**config.mk**
```make
export PLATFORM = sky130hd
export DESIGN_NAME = mult_div_seq_flat
export DESIGN_NICKNAME = d
export VERILOG_FILES = /design/src/rtl/mult_div_pkg.sv /design/src/rtl/mult_div_seq_if.sv /design/src/rtl/mult_div_seq_sign_fix.sv /design/src/rtl/mult_div_seq.sv /design/src/flat_wrapper.sv
export SDC_FILE = /design/constraint.sdc
export NUM_CORES = 1
export LEC_CHECK = 0
export ABC_AREA = 1
export BUFFER_PORTS_ARGS = -buffer_cell sky130_fd_sc_hd__buf_4
export CELL_PAD_IN_SITES_DETAIL_PLACEMENT = 2
export CELL_PAD_IN_SITES_GLOBAL_PLACEMENT = 2
export CORE_MARGIN = 3
export CORE_UTILIZATION = 32
export CTS_CLUSTER_DIAMETER = 120
export CTS_CLUSTER_SIZE = 20
export DETAILED_ROUTE_END_ITERATION = 10
export PLACE_DENSITY = 0.87
export SLEW_MARGIN = 5
export SYNTH_ARGS = -nofsm -noshare
export SYNTH_HDL_FRONTEND = slang
export SYNTH_SLANG_ARGS = --single-unit
export TNS_END_PERCENT = 30
```
**constraint.sdc**
```tcl
create_clock -name clk -period 6.1 [get_ports clk]
set_input_delay 0.915 -clock clk [delete_from_list [all_inputs] [get_ports clk]]
set_output_delay 0.915 -clock clk [all_outputs]
set_load 0.005 [all_outputs]
```
**src/rtl/mult_div_pkg.sv**
```systemverilog
// Shared constants for the sequential multiply/divide engine.
// FSM state encoding, default operand width and opcode values.
package mult_div_pkg;

  localparam int WIDTH_DEF = 32;

  localparam logic [2:0] S_IDLE  = 3'd0;
  localparam logic [2:0] S_MULT  = 3'd1;
  localparam logic [2:0] S_DIV   = 3'd2;
  localparam logic [2:0] S_DZERO = 3'd3;
  localparam logic [2:0] S_FIN   = 3'd4;

  localparam logic OP_MULT = 1'b0;
  localparam logic OP_DIV  = 1'b1;

endpackage

```
**src/rtl/mult_div_seq_if.sv**
```systemverilog
// Start/operand/result bundle between the control FSM and the engine.
// master: start_mult, start_div, op_a, op_b out; busy, done, div_zero, hi, lo in.
interface mult_div_seq_if
  import mult_div_pkg::*;
#(
  parameter int W = WIDTH_DEF
);

  logic         start_mult;
  logic         start_div;
  logic [W-1:0] op_a;
  logic [W-1:0] op_b;
  logic         busy;
  logic         done;
  logic         div_zero;
  logic [W-1:0] hi;
  logic [W-1:0] lo;

  modport master (
    output start_mult, start_div, op_a, op_b,
    input  busy, done, div_zero, hi, lo
  );

  modport slave (
    input  start_mult, start_div, op_a, op_b,
    output busy, done, div_zero, hi, lo
  );

endinterface

```
**src/rtl/mult_div_seq_sign_fix.sv**
```systemverilog
// Sign handling around the magnitude-only divider.
// in: a, b, q_mag, r_mag, neg_q, neg_r; out: a_mag, b_mag, q, r.
module sign_fix
  import mult_div_pkg::*;
#(
  parameter int WIDTH = WIDTH_DEF
) (
  input  logic [WIDTH-1:0] a,
  input  logic [WIDTH-1:0] b,
  input  logic [WIDTH-1:0] q_mag,
  input  logic [WIDTH-1:0] r_mag,
  input  logic             neg_q,
  input  logic             neg_r,
  output logic [WIDTH-1:0] a_mag,
  output logic [WIDTH-1:0] b_mag,
  output logic [WIDTH-1:0] q,
  output logic [WIDTH-1:0] r
);

  // -2^(W-1) maps to itself, which reads correctly as unsigned.
  assign a_mag = a[WIDTH-1] ? -a : a;
  assign b_mag = b[WIDTH-1] ? -b : b;

  assign q = neg_q ? -q_mag : q_mag;
  assign r = neg_r ? -r_mag : r_mag;

endmodule

```
**src/rtl/mult_div_seq.sv**
```systemverilog
// Sequential signed multiply (radix-2 Booth) / divide (restoring).
// clk, reset (sync, active-high); bus: slave side of mult_div_seq_if.
module mult_div_seq
  import mult_div_pkg::*;
#(
  parameter int WIDTH = WIDTH_DEF
) (
  input logic clk,
  input logic reset,
  mult_div_seq_if.slave bus
);

  localparam int CW = $clog2(WIDTH) + 1;
  localparam int PW = 2 * WIDTH + 1;
  localparam logic [CW-1:0] LAST = CW'(WIDTH - 1);

  logic [2:0]       state;
  logic             op;
  logic [CW-1:0]    cnt;
  logic [PW-1:0]    pr;
  logic [WIDTH-1:0] m;
  logic             neg_q;
  logic             neg_r;
  logic [WIDTH-1:0] hi;
  logic [WIDTH-1:0] lo;
  logic             dz;

  logic [WIDTH-1:0] a_mag;
  logic [WIDTH-1:0] b_mag;
  logic [WIDTH-1:0] q_out;
  logic [WIDTH-1:0] r_out;

  logic [WIDTH:0]   add_a;
  logic [WIDTH:0]   add_b;
  logic [WIDTH:0]   sum;
  logic             sub;
  logic [1:0]       pair;
  logic [PW-1:0]    step;

  // Mult layout: {A[W], Q[W], q-1}. Div layout: {R[W+1], Q[W]}.
  assign pair = pr[1:0];
  assign sum  = sub ? add_a - add_b : add_a + add_b;

  always_comb begin
    add_a = '0;
    add_b = '0;
    sub   = 1'b0;
    step  = pr;
    if (op == OP_MULT) begin
      // A is sign-extended by one bit so A-M never overflows.
      add_a = {pr[PW-1], pr[PW-1:WIDTH+1]};
      add_b = {m[WIDTH-1], m};
      sub   = (pair == 2'b10);
      if (pair[1] ^ pair[0]) begin
        step = {sum, pr[WIDTH:1]};
      end else begin
        step = {pr[PW-1], pr[PW-1:1]};
      end
    end else begin
      // Shifted remainder minus divisor; negative means restore.
      add_a = pr[PW-2:WIDTH-1];
      add_b = {1'b0, m};
      sub   = 1'b1;
      if (sum[WIDTH]) begin
        step = {pr[PW-2:0], 1'b0};
      end else begin
        step = {sum, pr[WIDTH-2:0], 1'b1};
      end
    end
  end

  sign_fix #(
    .WIDTH (WIDTH)
  ) u_fix (
    .a     (bus.op_a),
    .b     (bus.op_b),
    .q_mag (step[WIDTH-1:0]),
    .r_mag (step[2*WIDTH-1:WIDTH]),
    .neg_q (neg_q),
    .neg_r (neg_r),
    .a_mag (a_mag),
    .b_mag (b_mag),
    .q     (q_out),
    .r     (r_out)
  );

  always_ff @(posedge clk) begin
    if (reset) begin
      state <= S_IDLE;
      op    <= OP_MULT;
      cnt   <= '0;
      pr    <= '0;
      m     <= '0;
      neg_q <= 1'b0;
      neg_r <= 1'b0;
      hi    <= '0;
      lo    <= '0;
      dz    <= 1'b0;
    end else begin
      unique case (1'b1)
        state == S_IDLE: begin
          if (bus.start_mult) begin
            state <= S_MULT;
            op    <= OP_MULT;
            cnt   <= '0;
            dz    <= 1'b0;
            m     <= bus.op_a;
            pr    <= {{WIDTH{1'b0}}, bus.op_b, 1'b0};
          end else if (bus.start_div) begin
            op  <= OP_DIV;
            cnt <= '0;
            dz  <= 1'b0;
            if (bus.op_b == '0) begin
              state <= S_DZERO;
            end else begin
              state <= S_DIV;
              m     <= b_mag;
              pr    <= {{(WIDTH+1){1'b0}}, a_mag};
              neg_q <= bus.op_a[WIDTH-1] ^ bus.op_b[WIDTH-1];
              neg_r <= bus.op_a[WIDTH-1];
            end
          end
        end
        state == S_MULT, state == S_DIV: begin
          pr  <= step;
          cnt <= cnt + 1'b1;
          if (cnt == LAST) begin
            state <= S_FIN;
            if (op == OP_MULT) begin
              hi <= step[PW-1:WIDTH+1];
              lo <= step[WIDTH:1];
            end else begin
              hi <= r_out;
              lo <= q_out;
            end
          end
        end
        state == S_DZERO: begin
          dz    <= 1'b1;
          state <= S_FIN;
        end
        default: begin
          state <= S_IDLE;
        end
      endcase
    end
  end

  assign bus.busy     = (state != S_IDLE);
  assign bus.done     = (state == S_FIN);
  assign bus.div_zero = dz;
  assign bus.hi       = hi;
  assign bus.lo       = lo;

endmodule
```
**src/flat_wrapper.sv**
```systemverilog
// flat-port wrapper written by rule: the top's interface ports become plain ports
module mult_div_seq_flat import mult_div_pkg::*;
#(
  parameter int WIDTH = WIDTH_DEF
)
  (clk, reset, bus_start_mult, bus_start_div, bus_op_a, bus_op_b, bus_busy, bus_done, bus_div_zero, bus_hi, bus_lo);
  mult_div_seq_if bus_i ();
  input logic clk;
  input logic reset;
  input wire logic [$bits(bus_i.start_mult)-1:0] bus_start_mult;
  input wire logic [$bits(bus_i.start_div)-1:0] bus_start_div;
  input wire logic [$bits(bus_i.op_a)-1:0] bus_op_a;
  input wire logic [$bits(bus_i.op_b)-1:0] bus_op_b;
  output wire logic [$bits(bus_i.busy)-1:0] bus_busy;
  output wire logic [$bits(bus_i.done)-1:0] bus_done;
  output wire logic [$bits(bus_i.div_zero)-1:0] bus_div_zero;
  output wire logic [$bits(bus_i.hi)-1:0] bus_hi;
  output wire logic [$bits(bus_i.lo)-1:0] bus_lo;
  assign bus_i.start_mult = bus_start_mult;
  assign bus_i.start_div = bus_start_div;
  assign bus_i.op_a = bus_op_a;
  assign bus_i.op_b = bus_op_b;
  assign bus_busy = bus_i.busy;
  assign bus_done = bus_i.done;
  assign bus_div_zero = bus_i.div_zero;
  assign bus_hi = bus_i.hi;
  assign bus_lo = bus_i.lo;
  mult_div_seq #(.WIDTH(WIDTH)) u_core (.clk(clk), .reset(reset), .bus(bus_i));
endmodule
```
Word-level counts from Yosys, hierarchy flattened
Cells that the tools add are included.
{ "totals": {"reg_bits": 174, "latch_bits": 0, "ramBits": 0, "rom_bits": 0, "in_bits": 68, "elab_cells": 79, "memories": 0} }
{ "op_classes": {"add_sub_neg": 7, "n_mul": 0, "div_mod_pow": 0, "n_lt_le_gt_ge": 0, "n_eq_ne": 10, "n_shift": 0, "n_mux": 33, "n_bitwise": 4, "reduce_logical": 15} }
{ "op_table": {"columns": ["op", "n"], "rows": [
  ["2-to-1 mux 65 bit", 6],
  ["2-to-1 mux 32 bit", 9],
  ["one-hot mux 65 bit (2 select lines)", 1],
  ["negation 32 bit", 4],
  ["2-to-1 mux 33 bit", 3],
  ["adder 33 bit", 1],
  ["subtractor 33 bit", 1],
  ["zero test 32 bit", 1],
  ["2-to-1 mux 6 bit", 2],
  ["one-hot mux 6 bit (2 select lines)", 1],
  ["AND reduction 2 bit", 5],
  ["2-to-1 mux 3 bit", 3],
  ["one-hot mux 3 bit (3 select lines)", 1],
  ["adder 6 x 1 -> 6 bit (second input constant)", 1],
  ["equality test 3 x 2 -> 1 bit (second input constant)", 2],
  ["equality test 6 x 5 -> 1 bit (second input constant)", 1],
  ["2-to-1 mux 1 bit", 6],
  ["!= test 3 bit (second input constant)", 2],
  ["AND reduction 3 bit", 2],
  ["nonzero test 2 bit", 3],
  ["AND reduction 4 bit", 1],
  ["equality test 3 x 1 -> 1 bit (second input constant)", 1],
  ["equality test 3 bit (second input constant)", 1],
  ["zero test 3 bit", 1],
  ["8 further kinds", 10]
]} }

Longest topological paths before layout
{ "logic_depth": {"depth_word": 8, "ltp_mapped": 43} }

Modules after synthesis
A second synthesis with hierarchy kept.
{ "hier_totals": {"hier_cells": 2840, "hier_area_um2": 15991.6} }
{ "modules_own_cells": {"columns": ["module", "n_inst", "cells_each", "area_each_um2", "seq_area_each_um2"], "rows": [
  ["mult_div_seq", 1, 1958, 11952.7, 3483.3],
  ["sign_fix", 1, 882, 4038.9, 0.0]
]} }

Worst setup path before layout
OpenSTA, ideal clock, no wires.
{ "synth_path": {"path_kind": "reg2reg", "startpoint": "reg u_core.op", "endpoint": "reg u_core.lo[26] (netlist: u_core.bus.lo[26])", "setup_ns": 0.132, "t_arrival_ns": 4.685, "slack_ns": 1.283, "stages_incl_launch_ff": 38, "path_buffers": 4, "synth_period_minus_slack_ns": 4.817, "path_cell_list": "dfxtp_1 > inv_2 > clkbuf_1 > clkbuf_1 > clkbuf_1 > clkbuf_1 > a21boi_0 > ha_1 > fa_1 > inv_1 > nand2_1 > nand2_1 > nand3_1 > nand2_2 > nand2_2 > nand2_4 > nand2_1 > nand2_2 > (+2 left out) > nand2_1 > inv_2 > ha_1 > inv_1 > nor3_1 > nand3_1 > nor2_1 > nand4_1 > nor2_1 > nand3_1 > nor2_2 > nand3_1 > nand2_1 > nand2_1 > a21oi_1 > o21ai_1 > nand2_1 > a21oi_1"} }
{ "synth_between": {"elab_chain_len": 8, "word_cells_on_any_way": 11, "cone_classes": "3 x add/sub; 8 x mux"} }
{ "synth_rtl": {"columns": ["item", "line_no", "rtl"], "rows": [
  ["start, declared", "mult_div_seq.sv:18", "logic op;"],
  ["start signal, assigned", "mult_div_seq.sv:90", "op <= OP_MULT;"],
  ["start signal, assigned", "mult_div_seq.sv:104", "op <= OP_MULT;"],
  ["start signal, assigned", "mult_div_seq.sv:110", "op <= OP_DIV;"],
  ["2-to-1 mux 33 bit", "mult_div_seq.sv:49", "if (op == OP_MULT) begin"],
  ["adder 33 bit / subtractor 33 bit (equally long branches)", "mult_div_seq.sv:42", "assign sum = sub ? add_a - add_b : add_a + add_b;"],
  ["2-to-1 mux 33 bit", "mult_div_seq.sv:42", null],
  ["2-to-1 mux 65 bit", "mult_div_seq.sv:64", "if (sum[WIDTH]) begin"],
  ["2-to-1 mux 65 bit", "mult_div_seq.sv:49", null],
  ["negation 32 bit", "mult_div_seq_sign_fix.sv:24", "assign q = neg_q ? -q_mag : q_mag;"],
  ["2-to-1 mux 32 bit", "mult_div_seq_sign_fix.sv:24", null],
  ["2-to-1 mux 32 bit (*)", "mult_div_seq.sv:129", "if (op == OP_MULT) begin"],
  ["end signal, assigned", "mult_div_seq.sv:131", "lo <= step[WIDTH:1];"],
  ["end signal, assigned", "mult_div_seq.sv:134", "lo <= q_out;"],
  ["end, declared", "mult_div_seq.sv:25", "logic [WIDTH-1:0] lo;"]
]} }
Mark *: on every way between the ends. The rest lies on a longest branch, timed or not.
A chain may end at the register's enable or synchronous reset.

Worst setup path in the final report
{ "layout_path": {"startpoint": "reg u_core.m[2]", "endpoint": "reg u_core.lo[14] (netlist: u_core.bus.lo[14])"} }
{ "layout_between": {"elab_chain_len": 8, "word_cells_on_any_way": 9, "cone_classes": "3 x add/sub; 6 x mux"} }
{ "layout_rtl": {"columns": ["item", "line_no", "rtl"], "rows": [
  ["start, declared", "mult_div_seq.sv:21", "logic [WIDTH-1:0] m;"],
  ["start signal, assigned", "mult_div_seq.sv:107", "m <= bus.op_a;"],
  ["start signal, assigned", "mult_div_seq.sv:117", "m <= b_mag;"],
  ["2-to-1 mux 33 bit (*)", "mult_div_seq.sv:49", null],
  ["adder 33 bit / subtractor 33 bit (equally long branches)", "mult_div_seq.sv:42", null],
  ["2-to-1 mux 33 bit (*)", "mult_div_seq.sv:42", null],
  ["2-to-1 mux 65 bit (*)", "mult_div_seq.sv:64", null],
  ["2-to-1 mux 65 bit (*)", "mult_div_seq.sv:49", null],
  ["negation 32 bit (*)", "mult_div_seq_sign_fix.sv:24", null],
  ["2-to-1 mux 32 bit (*)", "mult_div_seq_sign_fix.sv:24", null],
  ["2-to-1 mux 32 bit (*)", "mult_div_seq.sv:129", null]
]} }
Marks and branches as above.

==> summary.md <==
| Metric | Value |
|---|---|
| Status | completed |
| Final period util | 0.958 |
| Initial antenna violation count | 0 |
| Req. time, crit path | 6.45 ns |
| Arrival time at the worst endpoint | 6.20 ns |
| Worst slack at placement | -0.0417 ns |
| Register area | 3490 µm² |
| Final Skew | 0.0287 ns |
| Fin crit period | 5.85 ns |
| Netlist cell types | 60 |
| FF-to-FF Start | u_core.m[2] |
| Antenna-violating nets left | 0 |
| Worst-Skew Late Latency | 0.51 ns |
| CTS Buffer Depth | 2 |
| Setup-failing EPs final | 0 |
| WS Path Type | flip-flop to flip-flop |
| Worst hold path class | flip-flop to flip-flop |
| Clock Root Buffer | clkbuf_16 |
| Yosys reg bits | 174 |
| # Max-Cap Violations | 0 |
| Worst r2r dst | u_core.bus.lo[14] |
| Worst-path clk slew | 0.09 ns |
| Routed wire length | 78,800 µm |
| DP Area | 17,000 µm² |
| Syn Inst Count | 2,653 |
| Total GRT Usage | 0.302 |
| Area delta synth->final | 14.6% |
| Post-synthesis sequential area ratio | 0.223 |
| Via count | 18.9k |
| # fillers | 6,029 |
| Slew @ Worst Pin | 1.17 ns |
| FF-to-FF setup slack | 0.25 ns |
| Synth warn | 0 |
| Crit path launch type | flip-flop |
| Initial DRC count | 1,035 |
| Worst path max stage delay | 0.39 ns |
| Gpl congestion | 0.944 |
| I/O Pins | 135 |
| Commonest non-fill, non-tap cell in the layout | nand2_1 |
| HP Start | u_core.bus.lo[29] |
| VDD IR max | 0.240 mV |
| Worst Hold Path Cells | 2 |
| Number of global-route vias before repair | 20.5k |
| Fmax | 171 MHz |
| Layout cells sized above 1 | 0.135 |
| Worst Hold Path EP | u_core.bus.lo[29] |
| First-pass detailed-route iteration total | 6 |
| Asr flop ratio synth | 0 |
| Starting density of the core | 0.326 |
| Synth area leader | dfxtp_1 |
| Rows | 80 |
| Total Die Area | 51,500 µm² |
| First-pass GRT wire length | 120,000 µm |
| Worst R2R Path Depth | 36 |
| Wirelength per Cell | 23.6 µm |
| Syn Area/Cell | 5.88 µm² |
| Placeable Area | 47,900 µm² |
| TritonCTS Buffers | 17 |
| Placed insts | 3,301 |
| Total power | 6.18 mW |
| Post-Syn Nets | 2,761 |
| Rel. slew slack | 0.217 |
| Post-synth top flop | dfxtp_1 |
| Clock sinks | 174 |
| Mapped cell area | 15,600 µm² |
| Worst-path fanout max | 5 |
| Final instance area | 17,900 µm² |
| P_leak | 8.05 nW |
| Share of the synthesized area in the top cell type | 0.223 |
| Drt via density | 5.65 |
| Commonest cells after routing, fill and taps aside | nand2_1, inv_1, a21oi_1, nor2_1, o21ai_0 |
| Hold_ws | 0.473 ns |
| Port buffer count | 134 |
| H-Tree Level Count | 4 |
| Top cells by area, synth | dfxtp_1, nand2_1, a21oi_1 |
| Die Y | 227 µm |
| CTS tree | yes |
| Remaining DRCs | 0 |
| Post-Layout Cell Count | 3,340 |
| Final worst-path setup slack | 0.254 ns |
| Multi-input gate area | 10,600 µm² |
| Die width | 227 µm |
| Critical path's top delay family | simple AND/OR/NAND/NOR gates |
| Buf/Inv on CP | 4 |
| Critical path capture point type | flip-flop |
| Crit path max-delay cell type | o31ai_1 |
| GRT overflow | 0 |
| Nets | 2,819 |
| Pins Over Slew Limit | 0 |
| PwrDens | 346 nW/µm² |
| HPWL after DPL | 59,600 µm |
| Final hold vios | 0 |
| Post-synth EDFFs | 0 |
| Largest net degree at the start of global routing | 157 |
==> through the flow <==
step | TNS [ns] | utilization
5_1_grt | -0.493 | 0.373
4_1_cts | 0 | 0.368
2_1_floorplan | 0 | -
6_report | 0 | 0.373
3_5_place_dp | -0.0417 | 0.355
3_3_place_gp | 0 | 0.355
==> kinds of logic (layout without fill, tap and decap cells) <==
logic type / count (synthesis) / count (layout) / share of synthesized area
compound gates: 608 / 608 / 0.222
xor+xnor: 90 / 90 / 0.0505
fa+ha+maj: 40 / 40 / 0.0325
buf+inv: 425 / 496 / 0.110
flops: 174 / 174 / 0.223
other cells: 0 / 1 / 0
simple gates: 1316 / 1316 / 0.361
==> where the power goes <==
part | switching, mW | internal (mW) | total [mW] | leakage (nW)
combinational | 2.63 | 1.01 | 3.64 | 6.34
sequential | 0.128 | 1.24 | 1.36 | 1.42
clock | 0.614 | 0.565 | 1.18 | 0.294
==> synth_stat cells (3+ instances only) <==
cell type,instances
buf_1,12
ha_1,39
clkinv_1,5
inv_1,272
o21ai_1,5
nor2_4,5
nand3b_1,15
dfxtp_1,174
o211ai_1,31
or2_2,30
o21bai_1,9
o31ai_1,4
a21oi_4,5
nand2_4,3
buf_6,7
o21ai_0,202
nand4_1,24
o2111ai_1,18
clkbuf_1,82
nand3_1,131
nor3_2,7
nand2_2,28
buf_2,15
o221ai_1,5
xor2_1,55
nor2_1,241
a31oi_1,47
o22ai_1,6
nand2_1,770
nor2_2,13
buf_4,5
a21oi_2,10
a21oi_1,242
xnor2_1,35
nor3_1,29
nor4_1,8
inv_2,24
nand3_2,3
a211oi_1,9
==> final cells by class <==
cell class	instances	share of cell area
Multi-Input combinational cell	2054	0.594
Sequential cell	174	0.195
Timing Repair Buffer	163	0.0702
Inverter	301	0.0632
Tap cell	615	0.0430
Clock buffer	18	0.0246
Clock inverter	14	0.00959
Antenna cell	1	0.000140
==> registers in the layout, summed over array words and instances, names as in the netlist <==
name and count:
u_core.neg_r 1, u_core.state 3, u_core.bus.div_zero 1, u_core.bus.lo 32
u_core.cnt 6, u_core.m 32, u_core.op 1, u_core.neg_q 1
u_core.bus.hi 32, u_core.pr 65
==> worst reg2reg max path, delay by kind of cell (launching register included) <==
kind	cells	cell delay, ns
AND/OR/NAND/NOR	23	3.26
flip-flops	1	0.35
AO/OA/AOI/OAI	6	1.10
adder cells (fa/ha/maj)	2	0.47
XOR/XNOR	1	0.22
buffers and inverters	4	0.33
==> worst max-delay path by stage <==
stage                 from                 to  slack (ns)  depth (start not counted)
6_report       u_core.m[2]  u_core.bus.lo[14]        0.25                         36
3_3_place_gp   u_core.m[0]  u_core.bus.lo[26]        0.44                         40
2_1_floorplan    u_core.op  u_core.bus.lo[26]        1.28                         37
3_5_place_dp   u_core.m[0]  u_core.bus.lo[26]       -0.04                         40
5_1_grt        u_core.m[0]  u_core.bus.lo[14]       -0.12                         36
4_1_cts        u_core.m[0]  u_core.bus.hi[24]        0.01                         36
==> metal layers <==
metal	global-route usage	up-vias	share of wire
met4	0.184	0	0.066
li1	-	8785	-
met3	0.0378	204	0.033
met5	0	-	0
met1	0.343	9436	0.40
met2	0.537	438	0.50
==> what timing repair did <==
item / 4_1_cts / 5_1_grt
setup endpoints to repair: 17 / 42
resized for setup: 4 / 43
hold buffers: 0 / 0
pin swaps: 0 / 20
cloned: 0 / 0
buffers inserted: 0 / 6
Note: power is estimated with default switching activity, not from simulation.
